### src/rtl/prog_mem_loader.sv
// Instruction-memory writer: streams words over valid/ready into a 32x9 RAM at
// consecutive addresses and exposes a registered, ROM-compatible read port.
module prog_mem_loader #(
  parameter int DATA_W = 9,
  parameter int ADDR_W = 5
) (
  input  logic              Clock,
  input  logic              Resetn,
  input  logic              Start,
  input  logic [DATA_W-1:0] WrData,
  input  logic              WrValid,
  input  logic              WrLast,
  output logic              WrReady,
  input  logic [ADDR_W-1:0] RdAddr,
  output logic [DATA_W-1:0] RdData,
  output logic              Busy,
  output logic              LoadDone,
  output logic [ADDR_W:0]   WordCount,
  output logic              Overflow,
  output logic [1:0]        DbgState
);

  localparam int DEPTH = 2 ** ADDR_W;

  // Handshake: a word is transferred on a rising edge where WrValid and
  // WrReady are both 1. WrReady depends only on state, never on WrValid,
  // and WrLast/WrData are sampled only on a transfer.
  typedef enum logic [1:0] {
    S_IDLE = 2'd0,
    S_LOAD = 2'd1,
    S_DONE = 2'd2
  } state_t;

  state_t              state_q, state_d;
  logic [ADDR_W-1:0]   addr_q, addr_d;
  logic [ADDR_W:0]     count_q, count_d;
  logic                ovf_q, ovf_d;
  logic [DATA_W-1:0]   rd_data_q;
  logic [DATA_W-1:0]   mem [DEPTH];

  logic xfer;
  logic last_slot;

  assign xfer      = (state_q == S_LOAD) && WrValid;
  assign last_slot = (addr_q == ADDR_W'(DEPTH - 1));

  always_comb begin
    state_d = state_q;
    addr_d  = addr_q;
    count_d = count_q;
    ovf_d   = ovf_q;
    case (state_q)
      S_IDLE, S_DONE: begin
        if (Start) begin
          state_d = S_LOAD;
          addr_d  = '0;
          count_d = '0;
          ovf_d   = 1'b0;
        end
      end
      S_LOAD: begin
        if (xfer) begin
          count_d = count_q + (ADDR_W + 1)'(1);
          // The address parks on the last slot instead of wrapping to 0.
          if (!last_slot) addr_d = addr_q + ADDR_W'(1);
          if (WrLast) begin
            state_d = S_DONE;
          end else if (last_slot) begin
            state_d = S_DONE;
            ovf_d   = 1'b1;
          end
        end
      end
      default: state_d = S_IDLE;
    endcase
  end

  always_ff @(posedge Clock or negedge Resetn) begin
    if (!Resetn) begin
      state_q   <= S_IDLE;
      addr_q    <= '0;
      count_q   <= '0;
      ovf_q     <= 1'b0;
      rd_data_q <= '0;
    end else begin
      state_q   <= state_d;
      addr_q    <= addr_d;
      count_q   <= count_d;
      ovf_q     <= ovf_d;
      rd_data_q <= mem[RdAddr];
    end
  end

  // RAM array has no reset so program contents survive a Resetn pulse.
  always_ff @(posedge Clock) begin
    if (xfer) mem[addr_q] <= WrData;
  end

  assign WrReady   = (state_q == S_LOAD);
  assign Busy      = (state_q == S_LOAD);
  assign LoadDone  = (state_q == S_DONE);
  assign WordCount = count_q;
  assign Overflow  = ovf_q;
  assign RdData    = rd_data_q;
  assign DbgState  = state_q;

endmodule

### config.mk
export PLATFORM = sky130hd
export DESIGN_NAME = prog_mem_loader
export DESIGN_NICKNAME = d
export VERILOG_FILES = /design/src/rtl/prog_mem_loader.sv
export SDC_FILE = /design/constraint.sdc
export NUM_CORES = 1
export LEC_CHECK = 0
export ABC_AREA = 1
export BUFFER_PORTS_ARGS = -buffer_cell sky130_fd_sc_hd__buf_2
export CAP_MARGIN = 40
export CORE_ASPECT_RATIO = 1.2
export CORE_UTILIZATION = 60
export DETAILED_ROUTE_END_ITERATION = 10
export HOLD_SLACK_MARGIN = 0.15
export PLACE_DENSITY = 0.77
export SLEW_MARGIN = 20
export SYNTH_ARGS = -nofsm -noshare
export SYNTH_HDL_FRONTEND = slang
export SYNTH_SLANG_ARGS = --single-unit
### constraint.sdc
create_clock -name Clock -period 2.5 [get_ports Clock]
set_input_delay 0.375 -clock Clock [delete_from_list [all_inputs] [get_ports Clock]]
set_output_delay 0.375 -clock Clock [all_outputs]
set_load 0.03 [all_outputs]
==> metrics.md, run 1 <==
| Metric | Value |
|---|---|
| Multi-input gate area | `about 3200 um2` |
| First-pass GRT wire length | `between 40000 and 50000 um` |
| Site Rows | `a little under 60` |
| Clk sinks | `a little over 300` |
| Met2 GRT Util | `around half` |
| Yosys cell types | `28` |
| Hold Crit Start | `Start` |
| Core Region | `about 21000 um2` |
| Post-CTS Resized | `0` |
| Worst-Skew Late Latency | `0.55 ns` |
| Syn Nets | `1140` |
| Vias in the first global route | `8516` |
| Clock buffer depth | `3` |
| Status | `finished clean` |
| DIE WIDTH | `~140 um` |
| All-Layer GR Usage | `just under 30%` |
| #FFs+latches synth | `a little over 300` |
| DRC | `0` |
| Flop pwr share | `~51%` |
| Sw frac | `between 20 and 25%` |
| WL/cell | `between 20 and 25 um` |
| Reg2reg end | `mem[30][0]$_DFFE_PP_` |
| Register Area | `9220 um2` |
| Final Max Tran Viols | `0` |
| Most frequent cells in the layout | `nand2_1 (421), edfxtp_1 (288), nand3_1 (232), buf_4 (44), nor2_1 (41)` |
| R2r setup slk | `0.37 ns` |
| Pwr dens | `roughly 800 nW/um2` |
| Clock tree root driver cell | `clkbuf_16` |
| Slowest CP cell | `dfrtp_1` |
| Switching power | `about 2.9 mW` |
| Actual slew at the worst max-slew pin | `between 0.8 and 0.9 ns` |
| H-tree depth | `1` |
| Layout filler cell count | `1461` |
| Final worst-path cycle share | `between 80% and 90%` |
| Largest net degree at the start of global routing | `just over 80` |
| Post-route cell area | `between 10000 and 15000 um2` |
| Syn Inst Count | `approximately 1100` |
| CP Capture Type | `flip-flop` |
| Max-cap violations | `0` |
| Slowest stage delay, CP | `between 0.4 and 0.5 ns` |
| Global routing's busiest layer | `met2` |
| Max VDD drop | `slightly below 0.0009 V` |
| Hold WS | `about 0.16 ns` |
| CTS clk-pin slew, worst paths | `0.06 ns` |
| Headroom to the max-slew limit | `between 40% and 50%` |
| Crit path required time | `about 2.8 ns` |
| Mean Syn Cell Area | `11.5 um2` |
| Leak Pwr | `around 5.5 nW` |
| Vias | `just under 9000` |
| CTS tree | `done` |
| Setup Buffers After CTS | `0` |
| # setup viols final | `0` |
| Area of placed instances | `13400 um2` |
| F_max | `between 400 and 500 MHz` |
| Skew final | `0.0142 ns` |
| CP delay by family, top | `simple AND/OR/NAND/NOR gates` |
| Final ANT Viol Nets | `0` |
| Synth Warn # | `0` |
| RSZ-0062 raised after global routing | `false` |
| Setup_tns | `0 ns` |
| Grt met3 use | `3.65%` |
| Antenna violations before repair | `1` |
| Iteration-0 DRC Markers | `between 1000 and 1500` |
| Nets | `1200` |
| Clk pwr share | `between 30% and 40%` |
| Initial core utilization | `61.2%` |
| WP data arrival | `around 2.4 ns` |
| Hold Path Sink | `DbgState[0]$_DFFE_PN0P_` |
| Hpwl dp | `between 15000 and 20000 um` |
| Worst Hold Depth | `3` |
| Hold buffer count at cts | `2` |
| Internal Power | `8.68 mW` |
| Cell count of the worst reg-to-reg path | `7` |
| Met1 Track Usage GR | `between 30 and 40%` |
| Post-synthesis cell area | `~13000 um2` |
| Final Wtd Congestion | `between 0.8 and 0.9` |
| Startpoint Class | `flip-flop` |
| Final hold vios | `0` |
| IO buf count | `39` |
| Commonest non-fill, non-tap cell in the layout | `nand2_1` |
| # IOs | `40` |
| Sequential area share after synthesis | `between 70% and 80%` |
| Hold WC Path Type | `primary input to flip-flop` |
| Die H | `roughly 160 um` |
| Final WL | `between 30000 and 40000 um` |
| Minimum clock period after layout | `about 2.1 ns` |
| WS Path Type | `flip-flop to flip-flop` |
| Mean number of vias per cell | `5.96` |
| FF-to-FF Start | `DbgState[0]$_DFFE_PN0P_` |
| P&R area growth vs syn | `12.2%` |
| Combinational share of power | `between 10% and 20%` |
| DIE AREA | `roughly 22000 um2` |
| GR Overflow Total | `0` |
| Layout cells sized above 1 | `a little under an eighth` |
| CP Cell Sequence | `inv_2 -> nor2_8 -> nand2_2 -> inv_1 -> nand2_1 -> nor2_1 -> buf_4` |
| Buffers & Inverters on Critical Path | `3` |
| Max Fanout on Critical Path | `11` |
| Total CTS buffers | `28` |
| First-pass detailed-route iteration total | `8` |
==> worst max path at each step <==
stage	slack, ns	cells after the start	to	start
global placement	0.51	7	mem[18][0]$_DFFE_PP_	DbgState[0]$_DFFE_PN0P_
global route	0.24	7	mem[2][1]$_DFFE_PP_	DbgState[0]$_DFFE_PN0P_
detailed placement	0.42	7	mem[18][5]$_DFFE_PP_	DbgState[0]$_DFFE_PN0P_
finish	0.37	7	mem[30][0]$_DFFE_PP_	DbgState[0]$_DFFE_PN0P_
CTS	0.40	7	mem[30][2]$_DFFE_PP_	DbgState[0]$_DFFE_PN0P_
floorplan	0.37	6	mem[0][0]$_DFFE_PP_	DbgState[0]$_DFFE_PN0P_
==> cell families after synthesis <==
| logic type | after synthesis | share of synthesized area, % |
|---|---|---|
| adders and majority gates | 6 | 0.587 |
| buffers and inverters | 77 | 3.17 |
| xor gates and xnor gates | 1 | 0.0685 |
| DFF | 311 | 72.1 |
| and+or+nand+nor | 702 | 23.2 |
| AOI/OAI and AO/OA | 18 | 0.832 |
==> per-stage QoR <==
stage          cells  setup WS, ns  utilization, %  power, mW
2_1_floorplan   1115         0.367               -       6.84
3_3_place_gp    1413         0.509            64.1       7.26
3_5_place_dp    1413         0.419            64.1       7.29
4_1_cts         1467         0.396            68.7       11.6
5_1_grt         1468         0.240            68.7       11.9
6_report        1468         0.370            68.7       11.6
==> sequential cells by signal, indices dropped and copies added, names as in the netlist <==
name,cells
Overflow,1
addr_q,5
mem,288
RdData,9
WordCount,6
DbgState,2
==> per-layer routing <==
layer  up-vias  wire length, um
li1       3981                -
met1      4201            11900
met2       493            15600
met3        73             2680
met4         0              962
met5         -                0
==> Yosys cell counts, drive strengths merged <==
library cell    n  area (um2)
nand2         423        1600
edfxtp        288        8650
nand3         233        1170
buf            52         309
nor2           42         174
dfrtp          23         576
inv            16        62.6
a21oi           8        51.3
o21ai           7        35.0
clkbuf          6        22.5
ha              6        75.1
clkinv          3        11.3
a31oi           2        12.5
nand4           2        12.5
and3            1        6.26
nor3            1        5.00
o21bai          1        7.51
xor2            1        8.76
==> power groups by stage <==
| stage | registers [mW] | logic, mW | clock network [mW] |
|---|---|---|---|
| 6_report | 5.91 | 1.29 | 4.35 |
| 4_1_cts | 5.91 | 1.29 | 4.38 |
| 2_1_floorplan | 6.12 | 0.722 | 0 |
| 5_1_grt | 5.92 | 1.40 | 4.57 |
| 3_5_place_dp | 6.02 | 1.27 | 0 |
| 3_3_place_gp | 6.01 | 1.25 | 0 |
==> area by class of cell <==
cell class,instances,area share (%)
Sequential cell,311,64.3
Multi-Input combinational cell,727,22.0
Clock buffer,35,5.21
Timing Repair Buffer,88,4.32
Tap cell,270,2.35
Clock inverter,17,1.31
Inverter,19,0.514
Antenna cell,1,0.0174
==> worst register-to-register path, delay by kind of cell (launching register included) <==
family	cells	cell delay, ns
buf+inv	3	0.46
flops	1	0.43
simple gates	4	0.95
Power figures use the tool's default switching activity.
==> run 2: changes to the inputs <==
Settings changed: GPL_TIMING_DRIVEN set to 1, RECOVER_POWER set to 100.
==> metrics.md, run 2 (synthesis results as in run 1) <==
| Metric | Value |
|---|---|
| Hold Path Sink | `DbgState[0]$_DFFE_PN0P_` |
| Worst Hold Depth | `3` |
| Core Region | `~21000 um2` |
| All-Layer GR Usage | `around 30%` |
| IO buf count | `39` |
| Vias | `8761` |
| Worst slack at placement | `0.419 ns` |
| # setup viols final | `0` |
| Max Fanout on Critical Path | `11` |
| Failing checks | `capacitance limit, slew limit` |
| CTS clk-pin slew, worst paths | `0.06 ns` |
| Mean number of vias per cell | `between 5 and 6` |
| Max-cap violations | `9` |
| WP data arrival | `2.47 ns` |
| CP Capture Type | `flip-flop` |
| WL/cell | `~21 um` |
| Clock buffer depth | `3` |
| Startpoint Class | `flip-flop` |
| Global routing's busiest layer | `met2` |
| Largest net degree at the start of global routing | `82` |
| Final Max Tran Viols | `between 200 and 300` |
| Met1 Track Usage GR | `39.2%` |
| Reg2reg end | `mem[12][0]$_DFFE_PP_` |
| Met2 GRT Util | `about half` |
| Layout cells sized above 1 | `under 10%` |
| Final WL | `roughly 31000 um` |
| Site Rows | `a little under 60` |
| Hold Crit Start | `Start` |
| Final hold vios | `0` |
| DRC | `0` |
| DIE WIDTH | `~140 um` |
| R2r setup slk | `0.27 ns` |
| Actual slew at the worst max-slew pin | `about 2.1 ns` |
| RSZ-0062 raised after global routing | `false` |
| Pwr dens | `just over 800 nW/um2` |
| Iteration-0 DRC Markers | `between 1000 and 1500` |
| Final setup margin | `0.272 ns` |
| Leak Pwr | `around 5.4 nW` |
| First-pass detailed-route iteration total | `6` |
| # IOs | `40` |
| Clock tree root driver cell | `clkbuf_16` |
| Hold WC Path Type | `primary input to flip-flop` |
| Headroom to the max-slew limit | `-40.0%` |
| Final worst-path cycle share | `about nine tenths` |
| Skew final | `around 0.012 ns` |
| GR Overflow Total | `0` |
| Worst-Skew Late Latency | `0.55 ns` |
| Cell count of the worst reg-to-reg path | `7` |
| Max reg flops | `roughly 290` |
| Most frequent cells in the layout | `nand2_1 (423), edfxtp_1 (288), nand3_1 (233), nor2_1 (41), clkbuf_1 (41)` |
| Largest register by flop count | `mem` |
| Commonest non-fill, non-tap cell in the layout | `nand2_1` |
| First-pass GRT wire length | `47100 um` |
| F_max | `~450 MHz` |
| Final Wtd Congestion | `0.884` |
| Hpwl dp | `roughly 19000 um` |
| Max VDD drop | `between 0.0008 and 0.0009 V` |
| Grt met3 use | `between 3 and 4%` |
| Clk sinks | `around 310` |
| Antenna violations before repair | `1` |
| CTS tree | `done` |
| Die H | `approximately 160 um` |
| H-tree depth | `1` |
| P&R area growth vs syn | `11.2%` |
| Nets | `1200` |
| Crit path required time | `2.74 ns` |
| Vias in the first global route | `around 8500` |
| Initial core utilization | `between 60 and 70%` |
| Total CTS buffers | `28` |
| Final ANT Viol Nets | `0` |
| WS Path Type | `flip-flop to flip-flop` |
| Crit. Startpoint | `DbgState[0]$_DFFE_PN0P_` |
| Setup Buffers After CTS | `0` |
| Status | `complete, but fails checks` |
| FF-to-FF Start | `DbgState[0]$_DFFE_PN0P_` |
| DIE AREA | `between 20000 and 25000 um2` |
| Setup_tns | `0 ns` |
| Layout filler cell count | `~1500` |
| Minimum clock period after layout | `2.23 ns` |
## run 2: worst max-delay path, cell delays in order (launching register included)
cell and delay, ns:
dfrtp_1 0.42, inv_1 0.14, nor2_8 0.19, nand2_1 0.12
inv_1 0.14, nand2_1 0.38, nor2_1 0.24, clkbuf_2 0.27
## run 2: where the power goes
part | switching (mW) | leakage [nW] | internal, mW | total (mW)
clock | 1.82 | 0.463 | 2.54 | 4.36
sequential | 0.0898 | 2.89 | 5.82 | 5.91
combinational | 0.955 | 2.03 | 0.292 | 1.25
total | 2.86 | 5.38 | 8.65 | 11.5
## run 2: worst max path at each step
stage                           end  slack [ns]
6_report       mem[12][0]$_DFFE_PP_        0.27
5_1_grt         mem[5][7]$_DFFE_PP_        0.12
4_1_cts        mem[30][2]$_DFFE_PP_        0.40
2_1_floorplan   mem[0][0]$_DFFE_PP_        0.37
3_5_place_dp   mem[18][5]$_DFFE_PP_        0.42
3_3_place_gp   mem[18][0]$_DFFE_PP_        0.51
## run 2: area by class of cell
type | instances | area [um2] | share of cell area (%)
Antenna cell | 1 | 2.50 | 0.0176
Clock buffer | 35 | 748 | 5.26
Clock inverter | 17 | 188 | 1.32
Inverter | 19 | 71.3 | 0.501
Multi-Input combinational cell | 727 | 3140 | 22.1
Sequential cell | 311 | 9220 | 64.9
Tap cell | 270 | 338 | 2.38
Timing Repair Buffer | 88 | 509 | 3.58
## run 2: stage by stage
stage / util (%) / hold WS (ns) / instances / power [mW] / area [um2]
after floorplan: - / 0.0794 / 1115 / 6.84 / 12800
after global placement: 64.1 / 0.391 / 1413 / 7.26 / 13400
after detailed placement: 64.1 / 0.397 / 1413 / 7.29 / 13400
after CTS: 68.7 / 0.150 / 1467 / 11.6 / 14300
after global routing: 68.0 / 0.194 / 1468 / 11.9 / 14200
final: 68.0 / 0.160 / 1468 / 11.5 / 14200
## run 2: metal layers
metal	up-vias	part of all wire [%]
met1	4203	38
met2	491	50
li1	3987	-
met4	0	3.5
met3	80	8.5
met5	-	0
## run 2: repair_timing
| action | 4_1_cts | 5_1_grt |
|---|---|---|
| hold endpoints to repair | 27 | 0 |
| gates resized for setup | 0 | 0 |
| hold buffers | 2 | 0 |
